**src/rtl/mem_pkg.sv**
```systemverilog
// Shared types and constants for the memory-access stage.
// Byte-enable lane codes, SC result values and the bus-error fill word.
package mem_pkg;

    typedef enum logic [0:0] {
        IDLE = 1'b0,
        WAIT = 1'b1
    } fsm_state_t;

    localparam logic [3:0] BE_B0   = 4'b0001;
    localparam logic [3:0] BE_B1   = 4'b0010;
    localparam logic [3:0] BE_B2   = 4'b0100;
    localparam logic [3:0] BE_B3   = 4'b1000;
    localparam logic [3:0] BE_HLO  = 4'b0011;
    localparam logic [3:0] BE_HHI  = 4'b1100;
    localparam logic [3:0] BE_WORD = 4'b1111;

    localparam logic [31:0] SC_PASS      = 32'd1;
    localparam logic [31:0] SC_FAIL      = 32'd0;
    localparam logic [31:0] BUS_ERR_DATA = 32'hDEAD_BEEF;

endpackage

```
**src/rtl/mem_lane_align.sv**
```systemverilog
// Combinational byte-lane steering: right-justifies load data and
// replicates store data across the lanes selected by the byte enables.
module mem_lane_align
    import mem_pkg::*;
(
    input  logic [3:0]  be_i,
    input  logic [31:0] rdata_i,
    input  logic [31:0] r2_i,
    output logic [31:0] load_o,
    output logic [31:0] store_o
);

    always_comb begin
        load_o = rdata_i;
        case (be_i)
            BE_B0:   load_o = {24'h0, rdata_i[7:0]};
            BE_B1:   load_o = {24'h0, rdata_i[15:8]};
            BE_B2:   load_o = {24'h0, rdata_i[23:16]};
            BE_B3:   load_o = {24'h0, rdata_i[31:24]};
            BE_HLO:  load_o = {16'h0, rdata_i[15:0]};
            BE_HHI:  load_o = {16'h0, rdata_i[31:16]};
            default: load_o = rdata_i;
        endcase
    end

    // Memory picks the lane from mem_be, so every lane carries the value.
    always_comb begin
        store_o = r2_i;
        case (be_i)
            BE_B0, BE_B1, BE_B2, BE_B3: store_o = {4{r2_i[7:0]}};
            BE_HLO, BE_HHI:             store_o = {2{r2_i[15:0]}};
            default:                    store_o = r2_i;
        endcase
    end

endmodule

```
**src/rtl/mem_access_stage.sv**
```systemverilog
// s4 memory stage: data-memory handshake, LL/SC link register, s5 register.
// Optional ack timeout with bus_err_o when MEM_TIMEOUT_EN is defined.
//   state | meaning
//   IDLE  | no access outstanding; a new request may issue this cycle
//   WAIT  | request issued, waiting for mem_ack (upstream frozen)
module mem_access_stage
    import mem_pkg::*;
#(
    parameter int BITS      = 32,
    parameter int REG_WORDS = 32,
    parameter int ADDR_LEFT = $clog2(REG_WORDS) - 1
`ifdef MEM_TIMEOUT_EN
    ,
    parameter int TIMEOUT   = 255
`endif
)(
    input  logic                 clk,
    input  logic                 rst_,
    input  logic [BITS-1:0]      alu_out_s4,
    input  logic                 atomic_s4,
    input  logic                 sel_mem_s4,
    input  logic                 check_link_s4,
    input  logic                 mem_rw_s4,
    input  logic                 rw_s4,
    input  logic [ADDR_LEFT:0]   waddr_s4,
    input  logic                 load_link_s4,
    input  logic [BITS-1:0]      r2_data_s4,
    input  logic [3:0]           byte_en_s4,
    input  logic                 halt_s4,
    output logic                 mem_req,
    output logic                 mem_we,
    output logic [BITS-1:0]      mem_addr,
    output logic [BITS-1:0]      mem_wdata,
    output logic [3:0]           mem_be,
    output logic                 mem_lock,
    input  logic                 mem_ack,
    input  logic [BITS-1:0]      mem_rdata,
    output logic                 stall_o,
    output logic [BITS-1:0]      wdata_s5,
    output logic [ADDR_LEFT:0]   waddr_s5,
    output logic                 rw_s5,
    output logic                 halt_s5,
    output logic                 link_valid_o
`ifdef MEM_TIMEOUT_EN
    ,
    output logic                 bus_err_o
`endif
);

    fsm_state_t      state_q, state_d;
    logic            link_valid_q, link_valid_d;
    logic [BITS-3:0] link_addr_q, link_addr_d;
    logic [BITS-1:0] load_data, store_data, wdata_d;
    logic            sc_fail, done, tmo_hit;

    mem_lane_align u_align (
        .be_i    (byte_en_s4),
        .rdata_i (mem_rdata),
        .r2_i    (r2_data_s4),
        .load_o  (load_data),
        .store_o (store_data)
    );

    assign sc_fail = check_link_s4 & ~(link_valid_q & (link_addr_q == alu_out_s4[BITS-1:2]));

`ifdef MEM_TIMEOUT_EN
    localparam int TMO_W = $clog2(TIMEOUT + 1);
    logic [TMO_W-1:0] tmo_cnt_q;
    logic             bus_err_q;

    // Reloaded outside WAIT; reaching zero means TIMEOUT cycles already waited.
    assign tmo_hit = (state_q == WAIT) & ~mem_ack & (tmo_cnt_q == '0);

    always_ff @(posedge clk or negedge rst_) begin
        if (!rst_) begin
            tmo_cnt_q <= TMO_W'(TIMEOUT);
            bus_err_q <= 1'b0;
        end else begin
            bus_err_q <= tmo_hit;
            if (state_q == WAIT)
                tmo_cnt_q <= tmo_cnt_q - 1'b1;
            else
                tmo_cnt_q <= TMO_W'(TIMEOUT);
        end
    end

    assign bus_err_o = bus_err_q;
`else
    assign tmo_hit = 1'b0;
`endif

    // Reset gates the combinational outputs so an abandoned access vanishes at once.
    assign stall_o   = rst_ & sel_mem_s4 & ~sc_fail & ~mem_ack & ~tmo_hit;
    assign mem_req   = rst_ & ~tmo_hit & ((state_q == WAIT) | (sel_mem_s4 & ~sc_fail));
    assign mem_we    = ~mem_rw_s4;
    assign mem_addr  = alu_out_s4;
    assign mem_wdata = store_data;
    assign mem_be    = byte_en_s4;
    assign mem_lock  = atomic_s4 & mem_req;
    assign done      = sel_mem_s4 & ~stall_o;

    always_comb begin
        state_d = state_q;
        case (state_q)
            IDLE: if (mem_req & ~mem_ack) state_d = WAIT;
            WAIT: if (mem_ack | tmo_hit)  state_d = IDLE;
        endcase
    end

    always_comb begin
        link_valid_d = link_valid_q;
        link_addr_d  = link_addr_q;
        if (done) begin
            if (check_link_s4)
                link_valid_d = 1'b0;
            else if (~mem_rw_s4 & (link_addr_q == alu_out_s4[BITS-1:2]))
                link_valid_d = 1'b0;
            if (mem_rw_s4 & ~load_link_s4 & ~tmo_hit) begin
                link_valid_d = 1'b1;
                link_addr_d  = alu_out_s4[BITS-1:2];
            end
        end
    end

    always_comb begin
        wdata_d = alu_out_s4;
        if (sel_mem_s4) begin
            if (tmo_hit)
                wdata_d = BUS_ERR_DATA;
            else if (check_link_s4)
                wdata_d = sc_fail ? SC_FAIL : SC_PASS;
            else
                wdata_d = load_data;
        end
    end

    always_ff @(posedge clk or negedge rst_) begin
        if (!rst_) begin
            state_q      <= IDLE;
            link_valid_q <= 1'b0;
            link_addr_q  <= '0;
        end else begin
            state_q      <= state_d;
            link_valid_q <= link_valid_d;
            link_addr_q  <= link_addr_d;
        end
    end

    always_ff @(posedge clk or negedge rst_) begin
        if (!rst_) begin
            wdata_s5 <= '0;
            waddr_s5 <= '0;
            rw_s5    <= 1'b1;
            halt_s5  <= 1'b0;
        end else if (stall_o) begin
            rw_s5    <= 1'b1;
            halt_s5  <= 1'b0;
        end else begin
            wdata_s5 <= wdata_d;
            waddr_s5 <= waddr_s4;
            rw_s5    <= rw_s4;
            halt_s5  <= halt_s4;
        end
    end

    assign link_valid_o = link_valid_q;

endmodule

```
**config.mk**
```make
export PLATFORM = sky130hd
export DESIGN_NAME = mem_access_stage
export DESIGN_NICKNAME = d
export VERILOG_FILES = /design/src/rtl/mem_pkg.sv /design/src/rtl/mem_lane_align.sv /design/src/rtl/mem_access_stage.sv
export SDC_FILE = /design/constraint.sdc
export NUM_CORES = 1
export LEC_CHECK = 0
export BUFFER_PORTS_ARGS = -buffer_cell sky130_fd_sc_hd__clkbuf_2
export CAP_MARGIN = 20
export CELL_PAD_IN_SITES_DETAIL_PLACEMENT = 1
export CELL_PAD_IN_SITES_GLOBAL_PLACEMENT = 2
export CORE_MARGIN = 4
export CORE_UTILIZATION = 29
export CTS_CLUSTER_DIAMETER = 100
export CTS_CLUSTER_SIZE = 10
export DETAILED_ROUTE_END_ITERATION = 16
export GPL_ROUTABILITY_DRIVEN = 1
export GPL_TIMING_DRIVEN = 0
export PLACE_DENSITY = 0.95
export SKIP_LAST_GASP = 1
export SYNTH_ARGS = -nofsm -noshare
export SYNTH_HDL_FRONTEND = slang
export SYNTH_SLANG_ARGS = --single-unit
```
**constraint.sdc**
```tcl
create_clock -name clk -period 5.2 [get_ports clk]
set_input_delay 1.56 -clock clk [delete_from_list [all_inputs] [get_ports clk]]
set_output_delay 1.56 -clock clk [all_outputs]
set_load 0.01 [all_outputs]
```
# ---- Word level (Yosys, flattened, before mapping)
# Cells that the tools add are included.
dict set report totals {
  regBits 71
  inputBits 115
  elab_cells 52
  output_inout_bits 112
}
dict set report op_classes {
  n_reduce_logical 5
  muxes 13
  n_bitwise 20
  eq_ne 7
}
# op count
set ops {}
lappend ops {{32-bit one-hot mux with 6 select lines} 1}
lappend ops {{32-bit 2-to-1 mux} 2}
lappend ops {{32-bit one-hot mux with 2 select lines} 1}
lappend ops {{30-bit equality test} 1}
lappend ops {{1-bit AND} 12}
lappend ops {{4-bit by 2-bit equality test with 1-bit output (second input constant)} 2}
lappend ops {{4-bit equality test (second input constant)} 2}
lappend ops {{1-bit 2-to-1 mux} 8}
lappend ops {{1-bit NOT} 7}
lappend ops {{4-bit by 1-bit equality test with 1-bit output (second input constant)} 1}
lappend ops {{4-bit by 3-bit equality test with 1-bit output (second input constant)} 1}
lappend ops {{2-bit AND reduction} 2}
lappend ops {{4-bit OR reduction} 1}
lappend ops {{3-bit nonzero test} 1}
lappend ops {{1-bit one-hot mux with 2 select lines} 1}
lappend ops {{2-bit OR reduction} 1}
lappend ops {{1-bit OR} 1}

# ---- Logic depth before layout (Yosys ltp)
# Gate-level depths: netlist of run 1.
dict set report depth {
  ltp_word 11
  ltp_mapped 8
  depth_no_buf 7
}

# ---- Cells and area by module
# From an unflattened synthesis of run 1, not the netlist that was laid out.
dict set report hier_totals {
  hier_cells 548
  hier_area_um2 5200.0
}
# module cells_per_inst instances seq_area_each_um2 area_each_um2
set modules_own_cells {}
lappend modules_own_cells {mem_access_stage 394 1 1778.0 4026.4}
lappend modules_own_cells {mem_lane_align 154 1 0.0 1173.6}

# ---- Least setup slack after synthesis of run 1
# Ideal clock, no wire load.
dict set report synth_path {
  path_type {input-to-output}
  start {in byte_en_s4[3]}
  end {out mem_wdata[12]}
  arrival_ns 2.978
  path_slack_ns 0.662
  n_path_buf 1
  required_ns 3.640
  cell_stages 5
  path_cell_list {nor2_2 > nand2_1 > o22ai_1 > buf_2 > mux2_2}
}
dict set report synth_between {
  elab_chain_len 3
  elab_cells_between_ends 9
  classes_between {eq/ne: 6; mux: 1; reduce/logical: 2}
}
# item line
set synth_lines {}
lappend synth_lines {{start: declaration} mem_access_stage.sv:28} ;# input logic [3:0] byte_en_s4,
lappend synth_lines {{4-bit by 1-bit equality test with 1-bit output, or another cell as far along} mem_lane_align.sv:29} ;# case (be_i)
lappend synth_lines {{4-bit OR reduction or 2-bit OR reduction (tied branches)} mem_lane_align.sv:29}
lappend synth_lines {{32-bit one-hot mux with 2 select lines *} mem_lane_align.sv:29}
lappend synth_lines {{end: declaration} mem_access_stage.sv:33} ;# output logic [BITS-1:0] mem_wdata,
# Every way passes the cells marked *; elsewhere a longest branch is shown, timed or not.

# ---- Worst setup path after layout of run 1
dict set report layout_path {
  start {in rst_}
  end {out stall_o}
}
dict set report layout_between {
  elab_chain_len 3
}
# item line
set layout_lines {}
lappend layout_lines {{start: declaration} mem_access_stage.sv:18} ;# input logic rst_,
lappend layout_lines {{1-bit AND (3 in series)} mem_access_stage.sv:93} ;# assign stall_o = rst_ & sel_mem_s4 & ~sc_fail & ~mem_ack & ~tmo_hit;
lappend layout_lines {{end: declaration} mem_access_stage.sv:38} ;# output logic stall_o,
# No other way between the ends.

==> flow_metrics.env, run 1 <==
export IMPL_dp_cells=850
export IMPL_layout_setup_ws_ns=0.1244
export IMPL_die_y_um=132.8
export IMPL_crit_path_start_kind="input pin"
export IMPL_routed_wl_mm=17.60
export IMPL_fin_cells=867
export IMPL_htreeDepth=3
export IMPL_synthesis_nets=553
export IMPL_arrival_ns=3.52
export IMPL_hold_buffers=0
export IMPL_dpl_hpwl_mm=14.31
export IMPL_netlist_instances=438
export IMPL_clk_pin_slew_ns=0.05
export IMPL_drt_pass1_iterations=7
export IMPL_nets=789
export IMPL_syn_to_final_growth_pct=38.34
export IMPL_cts_resized=1
export IMPL_slew_viol_final=0
export IMPL_placed_area_mm2=0.005894
export IMPL_fmax_mhz=197.0
export IMPL_max_vdd_ir_drop_mv=0.1434
export IMPL_gr_total_overflow=0
export IMPL_synth_area_leaders="dfrtp_1 39%, mux2_2 14%, buf_4 7.8%"
export IMPL_die_area_mm2=0.01762
export IMPL_num_rows=45
export IMPL_total_power_mw=1.805
export IMPL_hold_end="waddr_s5[1]"
export IMPL_dp_slack_ns=-0.04940
export IMPL_root_buffer="clkbuf_16"
export IMPL_status="finished clean"
export IMPL_power_density_mw_per_mm2=289.2
export IMPL_tightest_slew_ns=0.9071
export IMPL_cts_setup_buffers=0
export IMPL_drive_above_1_share_pct=52.72
export IMPL_timing_rr_start="link_addr_q[27]"
export IMPL_synth_top_flop_cell="dfrtp_1"
export IMPL_n_antenna_cell=0
export IMPL_grt_pass1_vias=4966
export IMPL_p_leak_nw=3.180
export IMPL_synthDistinctLibCells=47
export IMPL_core_area_mm2=0.01520
export IMPL_critPathCaptureType="primary output"
export IMPL_ys_seq_area_share_pct=39.40
export IMPL_routed_via_density=5.167
export IMPL_place_port_buffers=223
export IMPL_r2r_cells=8
export IMPL_drtIter0Drc=279
export IMPL_num_vias=4480
export IMPL_maxCapViolations=0
export IMPL_ys_top_cells_by_count="70 x dfrtp_1, 55 x mux2_2, 47 x buf_4, 36 x nand2_1, 27 x inv_1"
export IMPL_yosys_area_top_type="dfrtp_1"
export IMPL_drc=0
export IMPL_path_class="input pin to primary output"
export IMPL_synth_most_common_cell="dfrtp_1"
export IMPL_rsz0062_at_grt="no"
export IMPL_relSlewSlack_pct=39.06
export IMPL_fin_crit_ns=5.076
export IMPL_grt_pass1_wl_mm=27.44
export IMPL_io_pins=227
export IMPL_grt_use_total_pct=20.05
export IMPL_clockBufferDepth=2
export IMPL_drt_wirelength_per_cell_um=20.30
export IMPL_drtAntennaViolNets=0
export IMPL_hold_viol_final=0
export IMPL_die_x_um=132.8
export IMPL_setup_violations=0
export IMPL_reg2reg_slack_ns=2.75
export IMPL_hold_depth=1
export IMPL_period_share_pct=97.61
export IMPL_ys_warn_count=0
export IMPL_numCtsBuffers=9
export IMPL_synth_async_sr_flop_share_pct=100.0
export IMPL_clk_latency_ns=0.34
export IMPL_start_util_pct=29.69
export IMPL_cp_max_fo=33
export IMPL_grt_max_degree=34
export IMPL_synth_top_area_share_pct=38.81
export IMPL_required_ns=3.64
export IMPL_reg2reg_to="waddr_s5[2]"
export IMPL_place_gp_congestion=0.8801
export IMPL_clock_sinks=71
export IMPL_synthesis_area_mm2=0.004513
export IMPL_synth_area_per_cell_um2=10.30
export IMPL_design_area_mm2=0.006243
export IMPL_ys_ff_latch=71
export IMPL_skew_ns=0.004808
export IMPL_hp_start="waddr_s5[1]"
export IMPL_antenna_found_initial=0
export IMPL_tritoncts="done"
export IMPL_synth_edf_count=0
export IMPL_hold_path_class="flip-flop to flip-flop"
-- registers in the layout (all words and copies together) (netlist names) --
name,cells
halt_s5,1
wdata_s5,32
state_q,1
waddr_s5,5
link_valid_o,1
rw_s5,1
link_addr_q,30
-- cell families (layout without fill, tap and decap cells) --
family / after synthesis / count (layout) / share of synthesized area [%]
XOR/XNOR: 34 / 34 / 6.765
AO/OA/AOI/OAI: 93 / 93 / 16.58
flip-flops: 71 / 71 / 39.40
AND/OR/NAND/NOR: 78 / 78 / 8.345
buffers and inverters: 94 / 335 / 12.23
multiplexers: 68 / 68 / 16.69
-- cell type report --
cell class	count	area (µm²)
Tap cell	188	235.2
Timing Repair Buffer	225	1179
Sequential cell	71	1778
Fill cell	1799	8959
Multi-Input combinational cell	273	2190
Inverter	28	105.1
Clock buffer	13	270.3
Buffer	66	446.7
Clock inverter	3	40.04
-- worst max path at each step --
stage,startpoint,cells past startpoint,end,slack [ns]
2_1_floorplan,byte_en_s4[3],5,mem_wdata[12],0.66
3_3_place_gp,rst_,8,stall_o,-0.90
3_5_place_dp,byte_en_s4[3],7,mem_wdata[8],-0.05
4_1_cts,rst_,9,stall_o,0.1
5_1_grt,rst_,9,stall_o,0.02
6_report,rst_,9,stall_o,0.12
-- worst max-delay path, cell delays in order --
cell,delay [ns]
clkbuf_4,0.25
buf_16,0.23
nor2b_1,0.32
and3_1,0.21
and4_4,0.26
a31oi_4,0.19
inv_2,0.16
buf_6,0.16
clkbuf_2,0.14
-- per-layer routing --
| metal | track usage, % | part of all wire (%) | vias to the layer above |
|---|---|---|---|
| met3 | 4.715 | 8.6 | 34 |
| li1 | - | - | 2028 |
| met1 | 23.42 | 38 | 2175 |
| met5 | 0 | 0 | - |
| met2 | 34.37 | 49 | 243 |
| met4 | 10.16 | 3.8 | 0 |
-- power breakdown --
| group | total [mW] | internal (mW) | switching (mW) |
|---|---|---|---|
| combinational | 0.483 | 0.237 | 0.246 |
| sequential | 0.679 | 0.629 | 0.0504 |
| clock | 0.643 | 0.409 | 0.234 |
| total | 1.81 | 1.27 | 0.531 |
-- stage by stage --
step           setup TNS (ns)  util, %  hold slack (ns)
3_5_place_dp         -0.08034    38.77           0.4921
3_3_place_gp          -0.9005    38.58           0.4734
6_report                    0    41.07           0.5008
4_1_cts                     0    41.07           0.5042
2_1_floorplan               0        -           0.4994
5_1_grt                     0    41.07           0.5287
-- layout by cell type, fill, tap and decap left out, types with 3 or more instances in the layout --
master and count:
and3_1 3, dfrtp_1 70, a222oi_1 23, buf_4 47
buf_2 6, o31a_1 3, xor2_1 7, inv_1 27
nand4_1 6, nand2b_1 4, clkbuf_8 3, a22oi_1 16
a21oi_1 16, nand2_1 36, nor3_1 4, mux2i_1 10
mux2_1 3, mux2_2 55, a21boi_0 15, clkbuf_1 10
a221oi_1 8, clkbuf_16 9, and2_1 3, nor2_1 13
xnor2_1 26, clkbuf_2 222
(Power assumes the default switching activity.)
==> run 2, diff against run 1 <==
CORE_UTILIZATION = 30   (was 29)
SYNTH_HIERARCHICAL = 1   (was unset)
==> run 2 against run 1 <==
Compared with the run above: sequential share of layout area is 3.1 points lower; critical path type unchanged; highest routed layer unchanged; setup slack worse by 0.081 ns; power increased by 5.1%; clock skew is 0.0038 ns higher.
==> flow_metrics.env, run 2 <==
export IMPL_status="finished clean"
export IMPL_yosys_area_top_type="dfrtp_1"
export IMPL_dp_slack_ns=-0.1526
export IMPL_max_stage_delay_ns=0.57
export IMPL_synth_top_flop_cell="dfrtp_1"
export IMPL_synthesis_area_mm2=0.005200
export IMPL_syn_to_final_growth_pct=34.50
export IMPL_hp_start="link_addr_q[4]"
export IMPL_skew_ns=0.008602
export IMPL_ys_top_cells_by_count="70 x dfrtp_1, 44 x buf_4, 42 x a21oi_1, 39 x mux2_2, 38 x nand3_1"
export IMPL_synthDistinctLibCells=57
export IMPL_nets=900
export IMPL_num_vias=5162
export IMPL_maxCapViolations=0
export IMPL_n_antenna_cell=0
export IMPL_start_util_pct=31.03
export IMPL_cp_common_cell="clkbuf_2"
export IMPL_grt_use_total_pct=20.36
export IMPL_crit_slowest_cell="or4_1"
export IMPL_holdWs_ns=0.5159
export IMPL_reg2reg_slack_ns=2.61
export IMPL_hold_viol_final=0
export IMPL_top_regs="wdata_s5 x32, link_addr_q x30, waddr_s5 x5"
export IMPL_routed_via_density=5.111
export IMPL_root_buffer="clkbuf_16"
export IMPL_gr_total_overflow=0
export IMPL_final_common_cell="clkbuf_2"
export IMPL_routed_wl_mm=20.41
export IMPL_netlist_instances=548
export IMPL_clockBufferDepth=2
export IMPL_max_vdd_ir_drop_mv=0.1418
export IMPL_die_area_mm2=0.01950
export IMPL_hold_end="link_addr_q[4]"
export IMPL_synth_top_area_share_pct=33.69
export IMPL_arrival_ns=3.60
export IMPL_synth_most_common_cell="dfrtp_1"
export IMPL_place_port_buffers=222
export IMPL_grt_pass1_vias=5524
export IMPL_grt_pass1_wl_mm=31.26
export IMPL_drc=0
export IMPL_synth_area_per_cell_um2=9.489
export IMPL_reg2reg_to="link_addr_q[0]"
export IMPL_core_area_mm2=0.01676
export IMPL_synthesis_nets=663
export IMPL_clk_latency_ns=0.34
export IMPL_tritoncts="done"
export IMPL_slew_viol_final=0
export IMPL_clk_pin_slew_ns=0.06
export IMPL_htreeDepth=3
export IMPL_ys_ff_latch=71
export IMPL_drt_pass1_iterations=4
export IMPL_io_pins=227
export IMPL_relSlewSlack_pct=58.06
export IMPL_die_x_um=139.7
export IMPL_critPathCaptureType="primary output"
export IMPL_regMostFlops="wdata_s5"
export IMPL_hold_depth=1
export IMPL_largest_register_ffs=32
export IMPL_crit_path_start_kind="input pin"
export IMPL_path_class="input pin to primary output"
export IMPL_power_density_mw_per_mm2=271.2
export IMPL_synth_edf_count=0
export IMPL_drive_above_1_share_pct=48.73
export IMPL_cp_max_fo=10
export IMPL_drtIter0Drc=179
export IMPL_dpl_hpwl_mm=16.38
export IMPL_fin_cells=1010
export IMPL_antenna_found_initial=0
export IMPL_setup_violations=0
export IMPL_hold_path_class="flip-flop to flip-flop"
export IMPL_placed_area_mm2=0.006616
export IMPL_dp_cells=991
export IMPL_period_share_pct=99.17
export IMPL_p_leak_nw=3.246
export IMPL_drtAntennaViolNets=0
export IMPL_final_cell_mix="223 x clkbuf_2, 70 x dfrtp_1, 46 x buf_4"
export IMPL_fmax_mhz=193.9
export IMPL_timing_rr_start="link_addr_q[5]"
export IMPL_r2r_cells=7
export IMPL_required_ns=3.64
export IMPL_crit_chain="clkbuf_2 > xnor2_2 > nand4_1 > or4_1 > buf_2 > o21a_4 > buf_6 > nor2_1 > clkbuf_2"
export IMPL_clock_sinks=71
export IMPL_drt_wirelength_per_cell_um=20.21
export IMPL_num_rows=47
export IMPL_numCtsBuffers=9
export IMPL_synth_area_leaders="dfrtp_1 34%, mux2_2 8.4%, buf_4 6.4%"
export IMPL_ys_warn_count=6
export IMPL_grt_max_degree=58
export IMPL_tightest_slew_ns=0.6249
export IMPL_fin_crit_ns=5.157
export IMPL_ys_seq_area_share_pct=34.19
export IMPL_die_y_um=139.7
export IMPL_layout_setup_ws_ns=0.04331
export IMPL_synth_async_sr_flop_share_pct=100.0
export IMPL_place_gp_congestion=0.8323
export IMPL_design_area_mm2=0.006994
export IMPL_fin_setup_tns_ns=0
==> run 2: per-stage QoR <==
| stage | power (mW) | utilization (%) |
|---|---|---|
| 2_1_floorplan | 0.9916 | - |
| 3_3_place_gp | 1.206 | 39.30 |
| 3_5_place_dp | 1.227 | 39.48 |
| 4_1_cts | 1.903 | 41.37 |
| 5_1_grt | 1.992 | 41.73 |
| 6_report | 1.897 | 41.73 |
==> run 2: what timing repair did <==
| action | CTS | global route |
|---|---|---|
| endpoints found under the setup margin | 1 | 2 |
| hold buffers | 0 | 0 |
| pin swaps | 0 | 2 |
| resized for setup | 2 | 3 |
| setup buffers | 0 | 2 |
| gates cloned | 0 | 1 |
==> run 2: final cells by class <==
class	instances	area, µm²
Buffer	83	545.5
Tap cell	220	275.3
Multi-Input combinational cell	373	2821
Clock buffer	11	232.7
Fill cell	2030	9766
Clock inverter	5	81.33
Sequential cell	71	1778
Inverter	21	78.83
Timing Repair Buffer	226	1181
==> run 2: worst max-delay path: cells and delay by family <==
kind / cells / cell delay (ns)
xor+xnor: 1 / 0.18
compound gates: 1 / 0.26
buf+inv: 4 / 0.65
simple gates: 3 / 0.93
==> run 2: where the power goes <==
| part | total (mW) | switching (mW) | internal [mW] | leakage (nW) |
|---|---|---|---|---|
| Combinational | 0.548 | 0.290 | 0.258 | 2.23 |
| Sequential | 0.679 | 0.0516 | 0.628 | 0.862 |
| Clock | 0.669 | 0.248 | 0.421 | 0.150 |
==> run 2: cells by family after synthesis <==
kind of cell           synth area share, %
multiplexers                         10.11
AO/OA/AOI/OAI                        20.36
flip-flops                           34.19
AND/OR/NAND/NOR                      17.54
XOR/XNOR                             5.847
buffers and inverters                11.96
==> run 2: worst max path at each step <==
stage | startpoint | slack [ns] | endpoint | cells after the start
5_1_grt | alu_out_s4[2] | -0.03 | stall_o | 9
6_report | alu_out_s4[2] | 0.04 | stall_o | 9
4_1_cts | alu_out_s4[7] | 0.07 | stall_o | 9
3_3_place_gp | rst_ | -1.00 | stall_o | 7
3_5_place_dp | rst_ | -0.15 | stall_o | 8
2_1_floorplan | alu_out_s4[2] | 0.62 | stall_o | 7
==> run 2: layer usage <==
metal / part of all wire (%) / track usage [%] / vias to the layer above / routed length, µm
li1: - / - / 2402 / -
met1: 41 / 24.72 / 2528 / 8463
met2: 49 / 35.55 / 197 / 10100
met3: 6.3 / 4.597 / 35 / 1290
met4: 2.7 / 7.037 / 0 / 556
met5: 0 / 0 / - / 0
==> run 3, diff against run 2 <==
BUFFER_PORTS_ARGS = -buffer_cell sky130_fd_sc_hd__buf_2   (was -buffer_cell sky130_fd_sc_hd__clkbuf_2)
==> run 3 against run 2 <==
Compared with the run above: worst hold slack hardly changed; non-clock buffer count down 1; sequential power barely moved; sequential share of layout area is 0.27 points higher; fmax is 0.23% higher; largest cell class unchanged.
==> flow_metrics.env, run 3 (synthesis results as in run 2) <==
export IMPL_period_share_pct=98.94
export IMPL_numCtsBuffers=9
export IMPL_fill_cells=2037
export IMPL_cp_top_family="simple AND/OR/NAND/NOR gates"
export IMPL_drtIter0Drc=196
export IMPL_crit_start="alu_out_s4[5]"
export IMPL_reg2reg_slack_ns=2.53
export IMPL_root_buffer="clkbuf_16"
export IMPL_critPathBufInv=4
export IMPL_pwr_share_clk_pct=32.4
export IMPL_reg2reg_to="link_addr_q[26]"
export IMPL_status="finished clean"
export IMPL_grt_pass1_wl_mm=31.45
export IMPL_placed_area_mm2=0.006609
export IMPL_rsz0062_at_grt="yes"
export IMPL_hold_buffers=0
export IMPL_hold_path_class="flip-flop to flip-flop"
export IMPL_drc=0
export IMPL_core_area_mm2=0.01676
export IMPL_grt_pass1_vias=5570
export IMPL_fmax_mhz=194.4
export IMPL_power_switching_mw=0.5735
export IMPL_grt_max_degree=42
export IMPL_io_pins=227
export IMPL_clk_pin_slew_ns=0.06
export IMPL_dpl_hpwl_mm=16.43
export IMPL_drtAntennaViolNets=0
export IMPL_drt_wirelength_per_cell_um=20.23
export IMPL_num_rows=47
export IMPL_routed_via_density=5.095
export IMPL_clk_latency_ns=0.34
export IMPL_largest_register_ffs=32
export IMPL_start_util_pct=31.03
export IMPL_die_x_um=139.7
export IMPL_cp_depth=9
export IMPL_clock_sinks=71
export IMPL_cp_common_cell="buf_2"
export IMPL_hold_viol_final=0
export IMPL_timing_rr_start="link_addr_q[3]"
export IMPL_crit_chain="buf_2 > xnor2_1 > nand4_1 > or4_1 > buf_2 > o21a_4 > buf_6 > nor2_1 > buf_2"
export IMPL_max_vdd_ir_drop_mv=0.1301
export IMPL_grt_use_total_pct=20.37
export IMPL_design_area_mm2=0.006920
export IMPL_sw_frac_of_total_pct=31.77
export IMPL_n_antenna_cell=0
export IMPL_cell_internal_pwr_mw=1.231
export IMPL_r2r_cells=8
export IMPL_relSlewSlack_pct=58.65
export IMPL_place_port_buffers=222
export IMPL_place_gp_congestion=0.8387
export IMPL_antenna_found_initial=0
export IMPL_routed_wl_mm=20.39
export IMPL_htreeDepth=3
export IMPL_crit_path_start_kind="input pin"
export IMPL_drive_above_1_share_pct=48.48
export IMPL_p_comb_share_pct=30.1
export IMPL_final_cell_mix="226 x buf_2, 70 x dfrtp_1, 46 x buf_4"
export IMPL_nets=899
export IMPL_critPathCaptureType="primary output"
export IMPL_clockBufferDepth=2
export IMPL_required_ns=3.64
export IMPL_p_leak_nw=3.177
export IMPL_tightest_slew_ns=0.6202
export IMPL_endpoint="stall_o"
export IMPL_p_seq_share_pct=37.5
export IMPL_drt_pass1_iterations=4
export IMPL_skew_ns=0.009790
export IMPL_crit_slowest_cell="or4_1"
export IMPL_max_stage_delay_ns=0.57
export IMPL_gr_total_overflow=0
export IMPL_top_regs="wdata_s5 x32, link_addr_q x30, waddr_s5 x5"
export IMPL_num_vias=5136
export IMPL_fin_setup_tns_ns=0
export IMPL_slew_viol_final=0
export IMPL_arrival_ns=3.58
export IMPL_die_area_mm2=0.01950
export IMPL_cp_max_fo=10
export IMPL_final_common_cell="buf_2"
export IMPL_setup_violations=0
export IMPL_syn_to_final_growth_pct=33.08
export IMPL_die_y_um=139.7
export IMPL_path_class="input pin to primary output"
export IMPL_total_power_mw=1.805
export IMPL_fin_crit_ns=5.145
export IMPL_maxCapViolations=0
export IMPL_power_density_mw_per_mm2=260.8
export IMPL_regMostFlops="wdata_s5"
export IMPL_tritoncts="done"
[run 3: power by group through the flow]
stage	sequential, mW	combinational [mW]	clock, mW
floorplan	0.688	0.303	0
global placement	0.679	0.525	0
detailed placement	0.686	0.538	0
CTS	0.677	0.544	0.592
global route	0.687	0.592	0.621
finish	0.677	0.543	0.584
[run 3: worst min-delay path by stage]
| stage | to | slack, ns | startpoint | cells past startpoint |
|---|---|---|---|---|
| 5_1_grt | link_addr_q[4] | 0.53 | link_addr_q[4] | 1 |
| 2_1_floorplan | link_addr_q[18] | 0.48 | link_addr_q[18] | 1 |
| 4_1_cts | link_addr_q[4] | 0.52 | link_addr_q[4] | 1 |
| 3_5_place_dp | link_addr_q[4] | 0.51 | link_addr_q[4] | 1 |
| 3_3_place_gp | link_addr_q[4] | 0.49 | link_addr_q[4] | 1 |
| 6_report | link_addr_q[4] | 0.52 | link_addr_q[4] | 1 |
[run 3: final cells by class]
| cell class | instances | area [µm²] | area share (%) |
|---|---|---|---|
| sequential | 71 | 1778 | 25.69 |
| buffer | 83 | 545.5 | 7.883 |
| clock buffer | 13 | 260.3 | 3.761 |
| clock inverter | 2 | 16.27 | 0.2350 |
| inverter | 21 | 78.83 | 1.139 |
| multi-input combinational | 373 | 2814 | 40.66 |
| timing repair buffer | 225 | 1152 | 16.65 |
| tap | 220 | 275.3 | 3.978 |
[run 3: repair_timing]
| item | CTS | global route |
|---|---|---|
| gates resized for setup | 2 | 4 |
| pin swaps | 2 | 1 |
| endpoints found under the setup margin | 1 | 2 |
| setup buffers | 1 | 1 |
[run 3: per-layer routing]
layer / share of wire [%] / global-route usage [%]
met5: 0 / 0
met4: 2.1 / 6.578
met3: 6.4 / 3.842
met2: 51 / 36.46
met1: 41 / 24.62
[run 3: per-stage QoR]
stage | util, % | hold WS (ns) | std cells | setup slack [ns]
finish | 41.29 | 0.5159 | 1008 | 0.05505
global route | 41.29 | 0.5345 | 1008 | -0.03645
CTS | 41.16 | 0.5218 | 1007 | 0.005470
detailed placement | 39.43 | 0.5089 | 991 | -0.2844
global placement | 39.30 | 0.4938 | 990 | -0.8385
floorplan | - | 0.4842 | 548 | 0.6207
[run 3: worst register-to-register path, delay by kind of cell, from the launching register on]
kind | cells | cell delay [ns]
xor gates and xnor gates | 1 | 0.17
buffers and inverters | 3 | 0.56
DFF | 1 | 0.39
muxes | 1 | 0.35
AOI/OAI and AO/OA | 1 | 0.32
and+or+nand+nor | 2 | 0.77
